[src/rtl/alu_issue_ctrl_if.sv]
// Request/response, host register-file and ALU handshake bundle for alu_issue_ctrl.
// slave is the controller's view; master is the requester/ALU/host side.
`timescale 1ns/1ps

interface alu_issue_ctrl_if;
  logic        req_valid;
  logic        req_ready;
  logic [3:0]  req_op;
  logic [2:0]  req_rd;
  logic [2:0]  req_rs1;
  logic [2:0]  req_rs2;

  logic        resp_valid;
  logic        resp_err;
  logic [3:0]  resp_flags;

  logic        wr_en;
  logic [2:0]  wr_addr;
  logic [15:0] wr_data;
  logic [2:0]  rf_raddr;
  logic [15:0] rf_rdata;

  logic        alu_begin;
  logic [13:0] alu_sel;
  logic [15:0] alu_in1;
  logic [15:0] alu_in2;
  logic        alu_end;
  logic [15:0] alu_out;
  logic        alu_out_active;
  logic        alu_co;
  logic        alu_z;
  logic        alu_v;
  logic        alu_n;

  modport slave (
    input  req_valid, req_op, req_rd, req_rs1, req_rs2,
    output req_ready,
    output resp_valid, resp_err, resp_flags,
    input  wr_en, wr_addr, wr_data, rf_raddr,
    output rf_rdata,
    output alu_begin, alu_sel, alu_in1, alu_in2,
    input  alu_end, alu_out, alu_out_active, alu_co, alu_z, alu_v, alu_n
  );

  modport master (
    output req_valid, req_op, req_rd, req_rs1, req_rs2,
    input  req_ready,
    input  resp_valid, resp_err, resp_flags,
    output wr_en, wr_addr, wr_data, rf_raddr,
    input  rf_rdata,
    input  alu_begin, alu_sel, alu_in1, alu_in2,
    output alu_end, alu_out, alu_out_active, alu_co, alu_z, alu_v, alu_n
  );
endinterface

[src/rtl/alu_issue_ctrl.sv]
// Operand issue / writeback sequencer in front of the 16-bit multi-cycle ALU, with an 8x16 register file.
// Optional ALU_ISSUE_TIMEOUT_EN adds a 10-bit watchdog over the WAIT and RELEASE states.
`timescale 1ns/1ps

module alu_issue_ctrl (
  input  logic           clk,
  input  logic           rst_b,
  alu_issue_ctrl_if.slave bus
);

  typedef enum logic [2:0] {IDLE, START, WAIT, RELEASE, DONE} state_t;

  state_t      state;
  state_t      state_nxt;
  logic        err_q;
  logic        err_nxt;
  logic [3:0]  op_q;
  logic [2:0]  rd_q;
  logic [15:0] in1_q;
  logic [15:0] in2_q;
  logic [3:0]  flags_q;
  logic [1:0]  cap_cnt;
  logic [15:0] rf [8];

  logic        accept;
  logic        legal;
  logic        busy;
  logic        wb_en;
  logic [2:0]  wb_addr;
  logic        latch_flags;
  logic        tmo;

  assign accept      = bus.req_valid && (state == IDLE);
  assign legal       = (bus.req_op < 4'd14);
  assign busy        = (state == START) || (state == WAIT) || (state == RELEASE);
  assign wb_en       = busy && bus.alu_out_active && (cap_cnt != 2'd2);
  assign wb_addr     = (cap_cnt == 2'd0) ? rd_q : rd_q + 3'd1;
  assign latch_flags = (state == WAIT) && bus.alu_end && !tmo;

`ifdef ALU_ISSUE_TIMEOUT_EN
  logic [9:0] wdog;

  always_ff @(posedge clk or negedge rst_b) begin
    if (!rst_b) begin
      wdog <= '0;
    end else if (accept) begin
      wdog <= '0;
    end else if ((state == WAIT) || (state == RELEASE)) begin
      wdog <= wdog + 10'd1;
    end
  end

  assign tmo = ((state == WAIT) || (state == RELEASE)) && (wdog == 10'd1023);
`else
  assign tmo = 1'b0;
`endif

  always_ff @(posedge clk or negedge rst_b) begin
    if (!rst_b) begin
      state <= IDLE;
      err_q <= 1'b0;
    end else begin
      state <= state_nxt;
      err_q <= err_nxt;
    end
  end

  // A watchdog expiry overrides whatever the ALU handshake is doing.
  always_comb begin
    state_nxt = state;
    err_nxt   = err_q;
    case (state)
      IDLE: begin
        if (accept) begin
          err_nxt   = !legal;
          state_nxt = legal ? START : DONE;
        end
      end
      START:   state_nxt = WAIT;
      WAIT: begin
        if (tmo) begin
          state_nxt = DONE;
          err_nxt   = 1'b1;
        end else if (bus.alu_end) begin
          state_nxt = RELEASE;
        end
      end
      RELEASE: begin
        if (tmo) begin
          state_nxt = DONE;
          err_nxt   = 1'b1;
        end else if (!bus.alu_end) begin
          state_nxt = DONE;
        end
      end
      DONE:    state_nxt = IDLE;
      default: state_nxt = IDLE;
    endcase
  end

  always_ff @(posedge clk or negedge rst_b) begin
    if (!rst_b) begin
      op_q    <= '0;
      rd_q    <= '0;
      in1_q   <= '0;
      in2_q   <= '0;
      cap_cnt <= '0;
      flags_q <= '0;
    end else begin
      if (accept) begin
        op_q  <= bus.req_op;
        rd_q  <= bus.req_rd;
        in1_q <= rf[bus.req_rs1];
        in2_q <= rf[bus.req_rs2];
      end
      if (accept) begin
        cap_cnt <= '0;
      end else if (wb_en) begin
        cap_cnt <= cap_cnt + 2'd1;
      end
      if (latch_flags) begin
        flags_q <= {bus.alu_co, bus.alu_z, bus.alu_v, bus.alu_n};
      end
    end
  end

  // Writeback is applied after the host write so it wins on an address collision.
  always_ff @(posedge clk or negedge rst_b) begin
    if (!rst_b) begin
      for (int i = 0; i < 8; i++) begin
        rf[i] <= '0;
      end
    end else begin
      if (bus.wr_en) begin
        rf[bus.wr_addr] <= bus.wr_data;
      end
      if (wb_en) begin
        rf[wb_addr] <= bus.alu_out;
      end
    end
  end

  assign bus.req_ready  = (state == IDLE);
  assign bus.resp_valid = (state == DONE);
  assign bus.resp_err   = (state == DONE) && err_q;
  assign bus.resp_flags = flags_q;
  assign bus.rf_rdata   = rf[bus.rf_raddr];
  assign bus.alu_begin  = (state == START) || (state == WAIT);
  assign bus.alu_sel    = busy ? (14'd1 << op_q) : 14'd0;
  assign bus.alu_in1    = in1_q;
  assign bus.alu_in2    = in2_q;

endmodule

[src/flat_wrapper.sv]
// flat-port wrapper written by rule: the top's interface ports become plain ports
module alu_issue_ctrl_flat 
  (clk, rst_b, bus_req_valid, bus_req_op, bus_req_rd, bus_req_rs1, bus_req_rs2, bus_req_ready, bus_resp_valid, bus_resp_err, bus_resp_flags, bus_wr_en, bus_wr_addr, bus_wr_data, bus_rf_raddr, bus_rf_rdata, bus_alu_begin, bus_alu_sel, bus_alu_in1, bus_alu_in2, bus_alu_end, bus_alu_out, bus_alu_out_active, bus_alu_co, bus_alu_z, bus_alu_v, bus_alu_n);
  alu_issue_ctrl_if bus_i ();
  input  logic clk;
  input  logic rst_b;
  input wire logic [$bits(bus_i.req_valid)-1:0] bus_req_valid;
  input wire logic [$bits(bus_i.req_op)-1:0] bus_req_op;
  input wire logic [$bits(bus_i.req_rd)-1:0] bus_req_rd;
  input wire logic [$bits(bus_i.req_rs1)-1:0] bus_req_rs1;
  input wire logic [$bits(bus_i.req_rs2)-1:0] bus_req_rs2;
  output wire logic [$bits(bus_i.req_ready)-1:0] bus_req_ready;
  output wire logic [$bits(bus_i.resp_valid)-1:0] bus_resp_valid;
  output wire logic [$bits(bus_i.resp_err)-1:0] bus_resp_err;
  output wire logic [$bits(bus_i.resp_flags)-1:0] bus_resp_flags;
  input wire logic [$bits(bus_i.wr_en)-1:0] bus_wr_en;
  input wire logic [$bits(bus_i.wr_addr)-1:0] bus_wr_addr;
  input wire logic [$bits(bus_i.wr_data)-1:0] bus_wr_data;
  input wire logic [$bits(bus_i.rf_raddr)-1:0] bus_rf_raddr;
  output wire logic [$bits(bus_i.rf_rdata)-1:0] bus_rf_rdata;
  output wire logic [$bits(bus_i.alu_begin)-1:0] bus_alu_begin;
  output wire logic [$bits(bus_i.alu_sel)-1:0] bus_alu_sel;
  output wire logic [$bits(bus_i.alu_in1)-1:0] bus_alu_in1;
  output wire logic [$bits(bus_i.alu_in2)-1:0] bus_alu_in2;
  input wire logic [$bits(bus_i.alu_end)-1:0] bus_alu_end;
  input wire logic [$bits(bus_i.alu_out)-1:0] bus_alu_out;
  input wire logic [$bits(bus_i.alu_out_active)-1:0] bus_alu_out_active;
  input wire logic [$bits(bus_i.alu_co)-1:0] bus_alu_co;
  input wire logic [$bits(bus_i.alu_z)-1:0] bus_alu_z;
  input wire logic [$bits(bus_i.alu_v)-1:0] bus_alu_v;
  input wire logic [$bits(bus_i.alu_n)-1:0] bus_alu_n;
  assign bus_i.req_valid = bus_req_valid;
  assign bus_i.req_op = bus_req_op;
  assign bus_i.req_rd = bus_req_rd;
  assign bus_i.req_rs1 = bus_req_rs1;
  assign bus_i.req_rs2 = bus_req_rs2;
  assign bus_req_ready = bus_i.req_ready;
  assign bus_resp_valid = bus_i.resp_valid;
  assign bus_resp_err = bus_i.resp_err;
  assign bus_resp_flags = bus_i.resp_flags;
  assign bus_i.wr_en = bus_wr_en;
  assign bus_i.wr_addr = bus_wr_addr;
  assign bus_i.wr_data = bus_wr_data;
  assign bus_i.rf_raddr = bus_rf_raddr;
  assign bus_rf_rdata = bus_i.rf_rdata;
  assign bus_alu_begin = bus_i.alu_begin;
  assign bus_alu_sel = bus_i.alu_sel;
  assign bus_alu_in1 = bus_i.alu_in1;
  assign bus_alu_in2 = bus_i.alu_in2;
  assign bus_i.alu_end = bus_alu_end;
  assign bus_i.alu_out = bus_alu_out;
  assign bus_i.alu_out_active = bus_alu_out_active;
  assign bus_i.alu_co = bus_alu_co;
  assign bus_i.alu_z = bus_alu_z;
  assign bus_i.alu_v = bus_alu_v;
  assign bus_i.alu_n = bus_alu_n;
  alu_issue_ctrl u_core (.clk(clk), .rst_b(rst_b), .bus(bus_i));
endmodule
[config.mk]
export PLATFORM = sky130hd
export DESIGN_NAME = alu_issue_ctrl_flat
export DESIGN_NICKNAME = d
export VERILOG_FILES = /design/src/rtl/alu_issue_ctrl_if.sv /design/src/rtl/alu_issue_ctrl.sv /design/src/flat_wrapper.sv
export SDC_FILE = /design/constraint.sdc
export NUM_CORES = 1
export LEC_CHECK = 0
export BUFFER_PORTS_ARGS = -buffer_cell sky130_fd_sc_hd__buf_2
export CAP_MARGIN = 20
export CELL_PAD_IN_SITES_DETAIL_PLACEMENT = 1
export CELL_PAD_IN_SITES_GLOBAL_PLACEMENT = 1
export CORE_MARGIN = 5
export CORE_UTILIZATION = 44
export CTS_CLUSTER_SIZE = 8
export DETAILED_ROUTE_END_ITERATION = 7
export GPL_ROUTABILITY_DRIVEN = 0
export GPL_TIMING_DRIVEN = 0
export PLACE_DENSITY = 0.77
export SETUP_SLACK_MARGIN = 0.3
export SLEW_MARGIN = 20
export SYNTH_ARGS = -nofsm -noshare
export SYNTH_HDL_FRONTEND = slang
export SYNTH_SLANG_ARGS = --single-unit
[constraint.sdc]
create_clock -name clk -period 2.35 [get_ports clk]
set_input_delay 0.5875 -clock clk [delete_from_list [all_inputs] [get_ports clk]]
set_output_delay 0.5875 -clock clk [all_outputs]
set_load 0.05 [all_outputs]
==> metrics.yaml <==
status:
  status: "complete, but fails checks"
  failed_checks: "setup timing"
drt:
  detail_route.wl_per_cell_um: 34.15
  avgViaCountPerCell: 6.767
  vias: 10279
  drt_pre_antenna_iters: 6
  drtIter0Drc: 1299
  drc: 0
  ant_nets: 0
  wirelength_mm: 51.88
sta:
  hold_slack_ps: 53.21
  relSlewSlack_pct: 43.18
  maxSlewViolCount: 0
  fin_crit_sh_pct: 107.7
  finalWorstSetupSlack_ps: -181.9
  worst_slew_pin_slew_ps: 849.2
  fin_setup_tns_ps: -2864
  finalSetupViolCount: 34
  layout_min_cycle_time_ps: 2532
  hold_violations: 0
  rsz0062_at_grt: "yes"
  final.setup_skew_ps: 10.87
  max_freq_mhz: 395.0
critical_path:
  regToRegSetupSlack_ps: -20
  critPathMaxStageDelay_ps: 540
  start_kind: "input port"
  r2r-end: "u_core.rf[30]$_DFF_PN0_"
  crit_path_cell_trace: "clkbuf_16, buf_16, mux4_2, mux2_4, buf_6"
  cp.arrival_ps: 1940
  r2r_cells: 11
  required_ps: 1760
  crit_type: "in -> out"
  cp_slowest_cell: "mux4_2"
  r2r-start: "u_core.state[2]$_DFFE_PN0P_"
  worstPathMaxFanout: 8
  cp-end-kind: "output pin"
synth:
  syn_area_per_cell_um2: 11.98
  synthMuxAreaShare_pct: 44.33
  syn-num-nets: 1026
  synth_top_family_by_area: "multiplexers"
  yosys_warnings: 0
  ys_ff_latch: 177
  yosysSeqAreaShare_pct: 38.43
  syn-cell-area_um2: 11530
  synth_xor_area_share_pct: 0.3799
  ys_types: 45
  syn_inst: 962
  synthSimpleGateAreaFrac_pct: 8.326
  synth_compound_area_share_pct: 4.961
  synth-adder-area-share_pct: 0.3257
hold_path:
  min_path_type: "in -> async"
placement:
  dp_hpwl_mm: 28.22
  dp.cells: 1420
  placed_area_um2: 13040
  post-place-ws_ps: -485.7
  numPortBuffers: 121
pwr:
  power_density_nw_per_um2: 1431
  ir_drop_mv: 1.066
  p_leak_nw: 7.460
  totalPowerFinal_mw: 22.56
final_layout:
  multi_input_area_um2: 7785
  final_common_cell: "dfrtp_1"
  fillers: 2515
  nets: 1235
  area_growth_syn_to_layout_pct: 36.72
  fin_cells: 1519
  mostFrequentLayoutCells: "dfrtp_1 (175), mux2_4 (160), mux2i_1 (128), mux2_2 (116), buf_2 (102)"
  final_util_pct: 60.82
  drive_gt1_share_pct: 55.49
  final_area_um2: 15760
  seqCellArea_um2: 4432
  antennaDiodeCount: 0
global_routing:
  grt_pass1_wl_mm: 68.87
  grt_pass1_vias: 10641
  grt_usage_pct: 31.66
  antenna_found_initial: 0
  grt_max_degree: 82
  grt_overflow: 0
floorplanning:
  pin_count: 131
  die_w_um: 171.9
  dieArea_um2: 29530
  die_y_um: 171.9
  core_um2: 25910
  initial_core_util_pct: 44.48
  row_count: 59
clock_tree:
  numCtsBuffers: 17
  clock_latency_ps: 450
  cts_tree: "built"
  cts.sinks: 177
  cts_root_buffer: "clkbuf_16"
  clkTransAtPathRegs_ps: 70
  cts_max_level: 4
  cts_buffer_depth: 2
run:
  maxCapViolCount: 0
==> what timing repair did <==
| item | in CTS | in global routing |
|---|---|---|
| setup buffers | 38 | 21 |
| endpoints found under the setup margin | 175 | 146 |
| gates cloned | 6 | 2 |
| hold buffers | 0 | 0 |
| gates resized for setup | 221 | 158 |
| pin swaps | 15 | 14 |
==> report_power, final <==
part	leakage [nW]	total (mW)	internal, mW	switching, mW
logic	5.06	13.3	6.57	6.71
clock network	0.272	2.88	1.41	1.47
registers	2.13	6.40	4.58	1.81
==> logic make-up (layout without fill, tap and decap cells) <==
| kind of cell | Yosys count | count (layout) |
|---|---|---|
| AOI/OAI and AO/OA | 75 | 75 |
| xor gates and xnor gates | 5 | 5 |
| adders and majority gates | 3 | 3 |
| buffers and inverters | 76 | 298 |
| DFF | 177 | 177 |
| muxes | 436 | 436 |
| and+or+nand+nor | 190 | 190 |
==> metal layers <==
layer  track usage (%)  vias up  routed length [um]
met2             52.00      759               24130
met5                 0        -                   0
met3             7.385      269                5225
met1             38.98     5226               19010
met4             16.68        0                3516
li1                  -     4025                   -
==> synth_stat cells (all sizes together) <==
cell | n | area (um2)
nand3 | 35 | 175.2
and2 | 4 | 25.02
nand2b | 5 | 38.78
o32ai | 1 | 16.27
o22a | 1 | 8.760
a22oi | 64 | 480.5
dfrtp | 177 | 4429
o32a | 1 | 10.01
nand4 | 1 | 12.51
xor2 | 1 | 8.760
o22ai | 2 | 12.51
nor3b | 4 | 57.56
nor2b | 5 | 31.28
o21bai | 1 | 18.77
nand2 | 99 | 386.6
nor2 | 17 | 63.81
mux4 | 32 | 720.7
ha | 3 | 37.54
a21oi | 2 | 10.01
mux2 | 276 | 3108
clkbuf | 33 | 123.9
and3 | 1 | 6.260
nor4 | 2 | 12.51
o21ai | 3 | 15.01
buf | 40 | 239.0
or2 | 1 | 6.260
mux2i | 128 | 1281
and2b | 1 | 7.510
or3b | 1 | 8.760
nand3b | 1 | 7.510
and4 | 1 | 8.760
nand4b | 3 | 45.04
nor3 | 9 | 66.32
inv | 3 | 11.26
xnor2 | 4 | 35.03
==> registers in the layout, summed over array words and instances, names as in the netlist <==
register	cells
u_core.bus.resp_flags	4
u_core.state	3
u_core.err_q	1
u_core.bus.alu_in1	16
u_core.bus.alu_in2	16
u_core.rf	128
u_core.op_q	4
u_core.cap_cnt	2
u_core.rd_q	3
==> worst max path at each step <==
stage | startpoint | depth (start not counted) | end
floorplan | bus_rf_raddr[0] | 4 | bus_rf_rdata[10]
global placement | rst_b | 1 | u_core.bus.alu_in2[12]$_DFFE_PN0P_
detailed placement | bus_rf_raddr[2] | 4 | bus_rf_rdata[7]
CTS | bus_rf_raddr[0] | 5 | bus_rf_rdata[6]
global route | u_core.state[2]$_DFFE_PN0P_ | 5 | bus_alu_sel[1]
finish | bus_rf_raddr[0] | 5 | bus_rf_rdata[6]
==> critical path: cells and delay by family <==
kind	cells	cell delay, ps
mux	2	850
buf+inv	3	490
==> area by class of cell <==
type | count | share of cell area [%]
clock inverters | 15 | 0.8813
plain buffers | 73 | 4.708
inverters | 3 | 0.07146
repair buffers | 190 | 11.46
clock buffers | 17 | 2.699
well taps | 335 | 2.660
multi-input cells | 709 | 49.40
flip-flops and latches | 177 | 28.12
No activity file was read; power rests on OpenSTA's default activity.
